--- src/rtl/if_axis_tx_if.sv ---
// CPU peripheral bus plus AXI-stream master bundle for if_axis_tx.
// slave = the transmitter block; master = CPU / stream consumer side driving it.
// Backpressure is carried by m_axis_tready_i; the CPU side has none (full writes are dropped).
`timescale 1ns/1ps
interface if_axis_tx_if #(
  parameter int AXIS_DATA_WIDTH = 8
) ();
  logic [31:0]                addr_i;
  logic [31:0]                data_i;
  logic [31:0]                data_o;
  logic                       data_access_o;
  logic                       data_w_i;
  logic                       m_axis_tvalid_o;
  logic                       m_axis_tready_i;
  logic [AXIS_DATA_WIDTH-1:0] m_axis_tdata_o;
  logic                       m_axis_tlast_o;

  modport slave (
    input  addr_i, data_i, data_w_i, m_axis_tready_i,
    output data_o, data_access_o, m_axis_tvalid_o, m_axis_tdata_o, m_axis_tlast_o
  );

  modport master (
    output addr_i, data_i, data_w_i, m_axis_tready_i,
    input  data_o, data_access_o, m_axis_tvalid_o, m_axis_tdata_o, m_axis_tlast_o
  );
endinterface

--- src/rtl/if_axis_tx.sv ---
// CPU-written byte FIFO driven out as an AXI-stream master; optional tlast via AXIS_TX_TLAST_EN.
// Latency: TXDATA write at edge N -> tvalid after edge N+1; STATUS reads land on data_o one edge later.
// Backpressure: tready low holds the output slot; FIFO fills, then further writes drop and set overflow.
`timescale 1ns/1ps
module if_axis_tx #(
  parameter logic [7:0] SOC_SEGMENT     = 8'hE4,
  parameter logic [7:0] SOC_CLASS       = 8'hA9,
  parameter int         AXIS_DATA_WIDTH = 8,
  parameter int         FIFO_DEPTH      = 4
) (
  input  logic         axis_aclk_i,
  input  logic         axis_aresetn_i,
  if_axis_tx_if.slave  bus
);
  localparam int DW = AXIS_DATA_WIDTH;
`ifdef AXIS_TX_TLAST_EN
  localparam int FW = DW + 1;
`else
  localparam int FW = DW;
`endif
  localparam int AW = $clog2(FIFO_DEPTH);
  localparam int CW = AW + 1;

  localparam logic [2:0] OFF_STATUS = 3'b001;
  localparam logic [2:0] OFF_TXDATA = 3'b010;
  localparam logic [2:0] OFF_CTRL   = 3'b011;

  logic          access;
  logic [2:0]    sel;
  logic          txdata_wr;
  logic          ctrl_wr;
  logic          flush;
  logic          clr_sticky;

  logic [FW-1:0] mem [FIFO_DEPTH];
  logic [AW-1:0] wptr;
  logic [AW-1:0] rptr;
  logic [CW-1:0] count;
  logic          full;
  logic          empty;
  logic [FW-1:0] push_dat;
  logic [FW-1:0] head_dat;
  logic          do_push;
  logic          load;

  logic          overflow;
  logic          last_sent;
  logic          tvalid_q;
  logic [DW-1:0] tdata_q;
  logic          tlast_q;
  logic [31:0]   status;
  logic [31:0]   data_q;
  logic          unused_bits;

  assign access     = (bus.addr_i[31:24] == SOC_SEGMENT) && (bus.addr_i[23:16] == SOC_CLASS);
  assign sel        = bus.addr_i[6:4];
  assign txdata_wr  = access && bus.data_w_i && (sel == OFF_TXDATA);
  assign ctrl_wr    = access && bus.data_w_i && (sel == OFF_CTRL);
  assign flush      = ctrl_wr && bus.data_i[0];
  assign clr_sticky = ctrl_wr && bus.data_i[1];
  assign unused_bits = ^{bus.addr_i[15:7], bus.addr_i[3:0], bus.data_i[31:DW]};

  assign full     = (count == CW'(FIFO_DEPTH));
  assign empty    = (count == '0);
  assign head_dat = mem[rptr];
  // Full is judged on the current count only; a same-cycle pop does not make room.
  assign do_push  = txdata_wr && !full && !flush;
  assign load     = !empty && (!tvalid_q || bus.m_axis_tready_i);

`ifdef AXIS_TX_TLAST_EN
  assign push_dat = {bus.data_i[31], bus.data_i[DW-1:0]};
`else
  assign push_dat = bus.data_i[DW-1:0];
`endif

  always_ff @(posedge axis_aclk_i) begin
    if (do_push) begin
      mem[wptr] <= push_dat;
    end
  end

  always_ff @(posedge axis_aclk_i or negedge axis_aresetn_i) begin
    if (!axis_aresetn_i) begin
      wptr  <= '0;
      rptr  <= '0;
      count <= '0;
    end else if (flush) begin
      wptr  <= '0;
      rptr  <= '0;
      count <= '0;
    end else begin
      if (do_push) wptr <= wptr + AW'(1);
      if (load)    rptr <= rptr + AW'(1);
      count <= count + CW'(do_push) - CW'(load);
    end
  end

  always_ff @(posedge axis_aclk_i or negedge axis_aresetn_i) begin
    if (!axis_aresetn_i) begin
      overflow <= 1'b0;
    end else if (txdata_wr && full && !flush) begin
      overflow <= 1'b1;
    end else if (clr_sticky) begin
      overflow <= 1'b0;
    end
  end

  // Output slot: holds its word until the consumer takes it; flush never touches it.
  always_ff @(posedge axis_aclk_i or negedge axis_aresetn_i) begin
    if (!axis_aresetn_i) begin
      tvalid_q <= 1'b0;
      tdata_q  <= '0;
      tlast_q  <= 1'b0;
    end else if (load) begin
      tvalid_q <= 1'b1;
      tdata_q  <= head_dat[DW-1:0];
`ifdef AXIS_TX_TLAST_EN
      tlast_q  <= head_dat[FW-1];
`else
      tlast_q  <= 1'b0;
`endif
    end else if (bus.m_axis_tready_i) begin
      tvalid_q <= 1'b0;
    end
  end

`ifdef AXIS_TX_TLAST_EN
  always_ff @(posedge axis_aclk_i or negedge axis_aresetn_i) begin
    if (!axis_aresetn_i) begin
      last_sent <= 1'b0;
    end else if (tvalid_q && bus.m_axis_tready_i && tlast_q) begin
      last_sent <= 1'b1;
    end else if (clr_sticky) begin
      last_sent <= 1'b0;
    end
  end
`else
  assign last_sent = 1'b0;
`endif

  always_comb begin
    status       = '0;
    status[15:8] = 8'(count);
    status[4]    = last_sent;
    status[3]    = overflow;
    status[2]    = empty;
    status[1]    = full;
    status[0]    = tvalid_q;
  end

  always_ff @(posedge axis_aclk_i or negedge axis_aresetn_i) begin
    if (!axis_aresetn_i) begin
      data_q <= '0;
    end else if (access) begin
      data_q <= (sel == OFF_STATUS) ? status : '0;
    end
  end

  assign bus.data_access_o   = access;
  assign bus.data_o          = data_q;
  assign bus.m_axis_tvalid_o = tvalid_q;
  assign bus.m_axis_tdata_o  = tdata_q;
  assign bus.m_axis_tlast_o  = tlast_q;
endmodule

--- src/flat_wrapper.sv ---
// flat-port wrapper written by rule: the top's interface ports become plain ports
module if_axis_tx_flat 
#(
  parameter logic [7:0] SOC_SEGMENT     = 8'hE4,
  parameter logic [7:0] SOC_CLASS       = 8'hA9,
  parameter int         AXIS_DATA_WIDTH = 8,
  parameter int         FIFO_DEPTH      = 4
)
  (axis_aclk_i, axis_aresetn_i, bus_addr_i, bus_data_i, bus_data_w_i, bus_m_axis_tready_i, bus_data_o, bus_data_access_o, bus_m_axis_tvalid_o, bus_m_axis_tdata_o, bus_m_axis_tlast_o);
  if_axis_tx_if #(.AXIS_DATA_WIDTH(AXIS_DATA_WIDTH)) bus_i ();
  input  logic axis_aclk_i;
  input  logic axis_aresetn_i;
  input wire logic [$bits(bus_i.addr_i)-1:0] bus_addr_i;
  input wire logic [$bits(bus_i.data_i)-1:0] bus_data_i;
  input wire logic [$bits(bus_i.data_w_i)-1:0] bus_data_w_i;
  input wire logic [$bits(bus_i.m_axis_tready_i)-1:0] bus_m_axis_tready_i;
  output wire logic [$bits(bus_i.data_o)-1:0] bus_data_o;
  output wire logic [$bits(bus_i.data_access_o)-1:0] bus_data_access_o;
  output wire logic [$bits(bus_i.m_axis_tvalid_o)-1:0] bus_m_axis_tvalid_o;
  output wire logic [$bits(bus_i.m_axis_tdata_o)-1:0] bus_m_axis_tdata_o;
  output wire logic [$bits(bus_i.m_axis_tlast_o)-1:0] bus_m_axis_tlast_o;
  assign bus_i.addr_i = bus_addr_i;
  assign bus_i.data_i = bus_data_i;
  assign bus_i.data_w_i = bus_data_w_i;
  assign bus_i.m_axis_tready_i = bus_m_axis_tready_i;
  assign bus_data_o = bus_i.data_o;
  assign bus_data_access_o = bus_i.data_access_o;
  assign bus_m_axis_tvalid_o = bus_i.m_axis_tvalid_o;
  assign bus_m_axis_tdata_o = bus_i.m_axis_tdata_o;
  assign bus_m_axis_tlast_o = bus_i.m_axis_tlast_o;
  if_axis_tx #(.SOC_SEGMENT(SOC_SEGMENT), .SOC_CLASS(SOC_CLASS), .AXIS_DATA_WIDTH(AXIS_DATA_WIDTH), .FIFO_DEPTH(FIFO_DEPTH)) u_core (.axis_aclk_i(axis_aclk_i), .axis_aresetn_i(axis_aresetn_i), .bus(bus_i));
endmodule
--- config.mk ---
export PLATFORM = sky130hd
export DESIGN_NAME = if_axis_tx_flat
export DESIGN_NICKNAME = d
export VERILOG_FILES = /design/src/rtl/if_axis_tx_if.sv /design/src/rtl/if_axis_tx.sv /design/src/flat_wrapper.sv
export SDC_FILE = /design/constraint.sdc
export NUM_CORES = 1
export LEC_CHECK = 0
export CAP_MARGIN = 20
export CELL_PAD_IN_SITES_DETAIL_PLACEMENT = 2
export CELL_PAD_IN_SITES_GLOBAL_PLACEMENT = 2
export CORE_MARGIN = 1
export CORE_UTILIZATION = 27
export CTS_CLUSTER_SIZE = 28
export DETAILED_ROUTE_END_ITERATION = 12
export GPL_TIMING_DRIVEN = 1
export PLACE_DENSITY = 0.8
export SLEW_MARGIN = 25
export SYNTH_ARGS = -nofsm -noshare
export SYNTH_HDL_FRONTEND = slang
export SYNTH_SLANG_ARGS = --single-unit
--- constraint.sdc ---
create_clock -name axis_aclk_i -period 2.9 [get_ports axis_aclk_i]
set_input_delay 0.58 -clock axis_aclk_i [delete_from_list [all_inputs] [get_ports axis_aclk_i]]
set_output_delay 0.58 -clock axis_aclk_i [all_outputs]
set_load 0.1 [all_outputs]
==> impl_metrics.yaml, run 1 <==
synth:
  muxShareOfSynthArea_pct: 10.40
  synth_area_sq_um: 2599
  synth_cell_types: 40
  synth-edff-count: 32
  seq_area_frac_synth_pct: 60.09
  yosys.area.top_type: "edfxtp_1"
  synth_fa_ha_area_share_pct: 3.659
  synth_top_family_by_area: "simple AND/OR/NAND/NOR gates"
  yosys.area.top_type_share_pct: 36.98
  synth_flop_cell: "edfxtp_1"
  synth_xor_area_share_pct: 1.348
  yosys_warnings: 0
  ys_ff_latch: 56
  syn_inst: 181
  synth_compound_area_share_pct: 3.707
  syn_avg_cell_area_sq_um: 14.36
  synthArstFlopShare_pct: 42.86
  synth-simple-area-share_pct: 11.17
  synth_area_leaders: "edfxtp_1, dfrtp_1, buf_4"
sta:
  rsz0062_at_grt: "false"
  setup_viol: 0
  timing.slew.headroom_pct: 61.11
  tightestPinTransition_ps: 583.3
  fin_crit_sh_pct: 89.37
  finalHoldViolCount: 0
  min_period_ps: 2592
  fin_skew_ps: 13.84
  tns_ps: 0
  final_max_slew_viol_count: 0
  holdWs_ps: 493.3
  max_clock_freq_mhz: 385.9
power:
  p_leak_nw: 1.290
  power_mw: 2.675
  power_density_nw_per_um2: 822.1
  ir_drop_mv: 0.3922
setup_path:
  worstPathRequired_ps: 3110
  critPathSlowestCell: "clkdlybuf4s50_1"
  path_max_fanout: 2
  worstSetupPathType: "primary input to flop"
  crit_arrival_ps: 2800
  crit_path_max_incr_delay_ps: 440
  startpoint_type: "primary input"
  endpoint_kind: "flop"
  crit_chain: "clkdlybuf4s50_1 -> nor4bb_1 -> and2_0 -> and4_4 -> ha_1 -> inv_1 -> fa_1 -> xor2_1 -> xnor2_1 -> nor2_1"
clock_tree:
  post_cts_buffers: 0
  htreeDepth: 2
  clkSinkCount: 56
  worstSkewPairLatency_ps: 310
  cts-root-buf: "clkbuf_8"
  ctsResizeCount: 0
  cts-buffers-inserted: 5
  path_clk_slew_ps: 110
  cts_tree: "done"
  clk_path_buf_depth: 2
  holdBufCountCts: 0
routing:
  dr.first_iter.drc_count: 47
  vias: 1533
  viasPerCell: 4.132
  drc: 0
  drtPass1Iterations: 2
  antenna_left: 0
  post_drt_wl_per_cell_microns: 14.25
  wirelength_mm: 5.288
placed_design:
  portBuffers: 47
  hpwlAfterDp_mm: 4.101
  place_congestion: 0.7474
cells_and_area:
  final_cell_mix: "edfxtp_1, clkdlybuf4s50_1, buf_4"
  synthToLayoutAreaGrowth_pct: 25.23
  final_common_cell: "edfxtp_1"
  drive_gt1_share_pct: 24.38
  diodes: 0
  nets: 316
global_route:
  antenna_found_initial: 0
  gr-total-overflow: 0
  grt_pass1_vias: 1769
  grt_pass1_wl_mm: 8.866
  grt_use_total_pct: 11.55
  grt_start_max_net_pins: 25
floorplan:
  die_w_microns: 100.1
  start_util_pct: 27.99
  core-area_sq_um: 9284
  die_h_microns: 100.1
  die_area_sq_um: 10020
  ios: 111
  num_rows: 35
min_path:
  hold_path_class: "flop to flop"
run:
  cap_violations: 0
status:
  status: "finished clean"
-- worst max-delay path: cells and delay by family --
kind / cells / cell delay (ps)
xor gates and xnor gates: 2 / 340
adders and majority gates: 2 / 510
buffers and inverters: 2 / 490
and+or+nand+nor: 4 / 880
-- final timing paths --
check,slack (ps),cells past startpoint,from,end
min reg2reg,490,2,u_core.bus.data_o[8],u_core.bus.data_o[8]
min,490,2,u_core.bus.data_o[8],u_core.bus.data_o[8]
max,310,10,bus_addr_i[19],u_core.count[2]
min in group asynchronous,640,2,axis_aresetn_i,u_core.wptr[0]
max in group asynchronous,1990,2,axis_aresetn_i,u_core.bus.m_axis_tvalid_o
max reg2reg,500,10,u_core.count[1],u_core.count[2]
-- layout make-up --
cell class                 instances  area, sq um
clock inverter                     3        21.27
fill                             990         6030
sequential                        56         1562
multi-input combinational        111        884.6
tap                              129        161.4
clock buffer                       5        68.82
inverter                           9        33.78
timing repair buffer              58        523.0
-- flip-flops by register name, summed over array words and instances (netlist names) --
name / flops
u_core.bus.m_axis_tdata_o: 8
u_core.count: 3
u_core.overflow: 1
u_core.mem: 32
u_core.bus.data_o: 7
u_core.bus.m_axis_tvalid_o: 1
u_core.rptr: 2
u_core.wptr: 2
-- power by group --
part           leakage (nW)  total [mW]  switching (mW)  internal [mW]
combinational         0.668        1.17           0.805          0.367
clock                0.0445       0.430           0.258          0.172
sequential            0.578        1.07           0.130          0.943
-- metrics by stage --
step | utilization, % | instance area, sq um | std cells | setup WS, ps
detailed placement | 34.08 | 3164 | 363 | -17.15
CTS | 35.05 | 3254 | 371 | 267.0
floorplan | - | 2693 | 206 | 271.6
global route | 35.05 | 3254 | 371 | 138.1
finish | 35.05 | 3254 | 371 | 308.4
global placement | 34.08 | 3164 | 363 | 40.10
-- Yosys cell counts, types with 2 or more instances --
library cell and n:
nor3_1 4, xnor2_1 3, a31oi_1 2, ha_1 6, o21ai_0 6, buf_2 2, buf_4 26, and2_1 4
dfrtp_1 24, nand2_1 15, nor2_1 5, inv_1 9, mux2_2 8, edfxtp_1 32, a311o_1 2, nand2b_1 2
mux4_2 8
-- kinds of logic after synthesis --
| kind of cell | count (synthesis) |
|---|---|
| other cells | 1 |
| mux | 16 |
| buf+inv | 39 |
| flops | 56 |
| fa+ha+maj | 7 |
| compound gates | 14 |
| simple gates | 44 |
| xor+xnor | 4 |
-- layer usage --
| layer | wire length (microns) | track usage [%] | vias up | part of all wire, % |
|---|---|---|---|---|
| met3 | 189 | 1.950 | 8 | 3.6 |
| met1 | 2135 | 13.15 | 767 | 40 |
| met4 | 97 | 4.348 | 0 | 1.8 |
| met2 | 2865 | 21.59 | 45 | 54 |
| li1 | - | - | 713 | - |
| met5 | 0 | 0 | - | 0 |
(Power assumes the default switching activity.)
==> run 2: changes to the inputs <==
CORE_MARGIN = 3   (was 1)
CORE_UTILIZATION = 40   (was 27)
DONT_BUFFER_PORTS = 1   (was unset)
PLACE_DENSITY = 0.78   (was 0.8)
==> impl_metrics.yaml, run 2 (synthesized netlist as in run 1, its figures left out) <==
status:
  status: "finished clean"
clock_tree:
  post_cts_buffers: 0
  clk_path_buf_depth: 2
  worstSkewPairLatency_ps: 310
  cts-root-buf: "clkbuf_8"
  path_clk_slew_ps: 100
  clkSinkCount: 56
  cts-buffers-inserted: 5
  htreeDepth: 2
  cts_tree: "done"
setup_path:
  worst_r2r_endpoint: "u_core.count[2]"
  worstSetupPathType: "flop to flop"
  crit_chain: "nor3_1 -> buf_4 -> a21oi_2 -> ha_1 -> inv_1 -> ha_1 -> inv_1 -> fa_1 -> xor2_1 -> xnor2_1 -> nor2_1"
  endpoint_kind: "flop"
  rr_startpoint: "u_core.count[1]"
  crit_path_max_incr_delay_ps: 470
  reg2regPathDepth: 11
  critPathSlowestCell: "dfrtp_1"
  startpoint_type: "flop"
  worstPathRequired_ps: 3110
  crit_arrival_ps: 2520
  path_max_fanout: 5
  r2r_setup_slack_ps: 590
cells_and_area:
  synthToLayoutAreaGrowth_pct: 5.104
  diodes: 0
  utilization_pct: 44.81
  final_common_cell: "edfxtp_1"
  final_cell_mix: "edfxtp_1, conb_1, dfrtp_1"
  nets: 266
  largest_reg_flops: 32
  multiInputGateArea_sq_um: 884.6
  fillCellCount: 609
  top_register: "u_core.mem"
  drive_gt1_share_pct: 19.27
  final-seq-area_sq_um: 1562
sta:
  fin_skew_ps: 8.926
  tns_ps: 0
  min_period_ps: 2307
  max_clock_freq_mhz: 433.4
  timing.slew.headroom_pct: 37.53
  tightestPinTransition_ps: 937.0
  final_max_slew_viol_count: 0
  rsz0062_at_grt: "false"
  setup_viol: 0
  finalHoldViolCount: 0
  fin_crit_sh_pct: 79.56
global_route:
  antenna_found_initial: 0
  grt_start_max_net_pins: 25
  grt_pass1_wl_mm: 8.390
  gr-total-overflow: 0
  grt_use_total_pct: 15.16
  grt_pass1_vias: 1584
routing:
  wirelength_mm: 5.379
  viasPerCell: 5.116
  dr.first_iter.drc_count: 70
  drtPass1Iterations: 4
  vias: 1366
  drc: 0
  antenna_left: 0
  post_drt_wl_per_cell_microns: 20.15
floorplan:
  die_area_sq_um: 7500
  die_h_microns: 86.61
  start_util_pct: 42.63
  num_rows: 28
  core-area_sq_um: 6096
  ios: 111
  die_w_microns: 86.61
run:
  cap_violations: 0
power:
  p_leak_nw: 1.069
  ir_drop_mv: 0.4545
  power_density_nw_per_um2: 930.1
placed_design:
  portBuffers: 0
  place_congestion: 0.7005
  hpwlAfterDp_mm: 4.075
min_path:
  hold_path_class: "primary input to asynchronous set/reset pin"
run 2: changes by cell type in the layout (fill, tap and decap cells not counted):
cell             change
clkbuf_1             +1
clkinv_4             +1
clkinv_2             -1
buf_4               -20
clkinv_1             +1
clkinvlp_4           -1
clkdlybuf4s50_1     -30
inv_6                -1
run 2: critical path: cells and delay by family, from the launching register on:
| kind | cells | cell delay (ps) |
|---|---|---|
| adder cells (fa/ha/maj) | 3 | 820 |
| flip-flops | 1 | 470 |
| XOR/XNOR | 2 | 330 |
| buffers and inverters | 3 | 280 |
| AND/OR/NAND/NOR | 2 | 270 |
| AO/OA/AOI/OAI | 1 | 40 |
run 2: layout make-up:
cell class	count	share of cell area, %
Clock buffer	6	2.657
Sequential cell	56	57.17
Tap cell	75	3.436
Multi-Input combinational cell	111	32.39
Timing Repair Buffer	8	2.657
Inverter	9	1.237
Clock inverter	2	0.4581
run 2: timing repair:
action,in CTS,in global routing
resized for setup,0,0
setup endpoints to repair,0,0
endpoints found under the hold margin,24,0
hold buffers,1,0
run 2: how the worst max path moves through the flow:
stage	from	endpoint	depth (start not counted)
6_report	u_core.count[1]	u_core.count[2]	11
5_1_grt	u_core.count[1]	u_core.count[2]	11
4_1_cts	u_core.count[1]	u_core.count[2]	11
3_5_place_dp	bus_addr_i[17]	u_core.count[2]	9
3_3_place_gp	bus_addr_i[17]	u_core.count[2]	9
2_1_floorplan	u_core.bus.m_axis_tvalid_o	u_core.count[2]	9
run 2: metrics by stage:
stage	power, mW	hold WS (ps)	area [sq um]	cells	setup WS, ps
CTS	2.566	61.22	2731	267	562.2
global route	2.671	49.00	2731	267	375.8
floorplan	2.030	284.4	2693	206	271.6
finish	2.541	64.61	2731	267	592.8
global placement	2.089	285.0	2626	258	491.7
detailed placement	2.138	285.0	2626	258	407.1
run 2: routing by layer:
metal  vias to the layer above  GRT usage, %  share of wire, %
met5                         -             0                 0
met4                         0         5.949               1.9
met3                         6         3.802               5.1
met2                        45         26.43                53
met1                       700         17.91                40
li1                        615             -                 -
run 2: power breakdown:
part,switching (mW),total [mW],internal (mW)
Sequential,0.577,1.51,0.933
Combinational,0.335,0.606,0.271
Clock,0.254,0.424,0.170
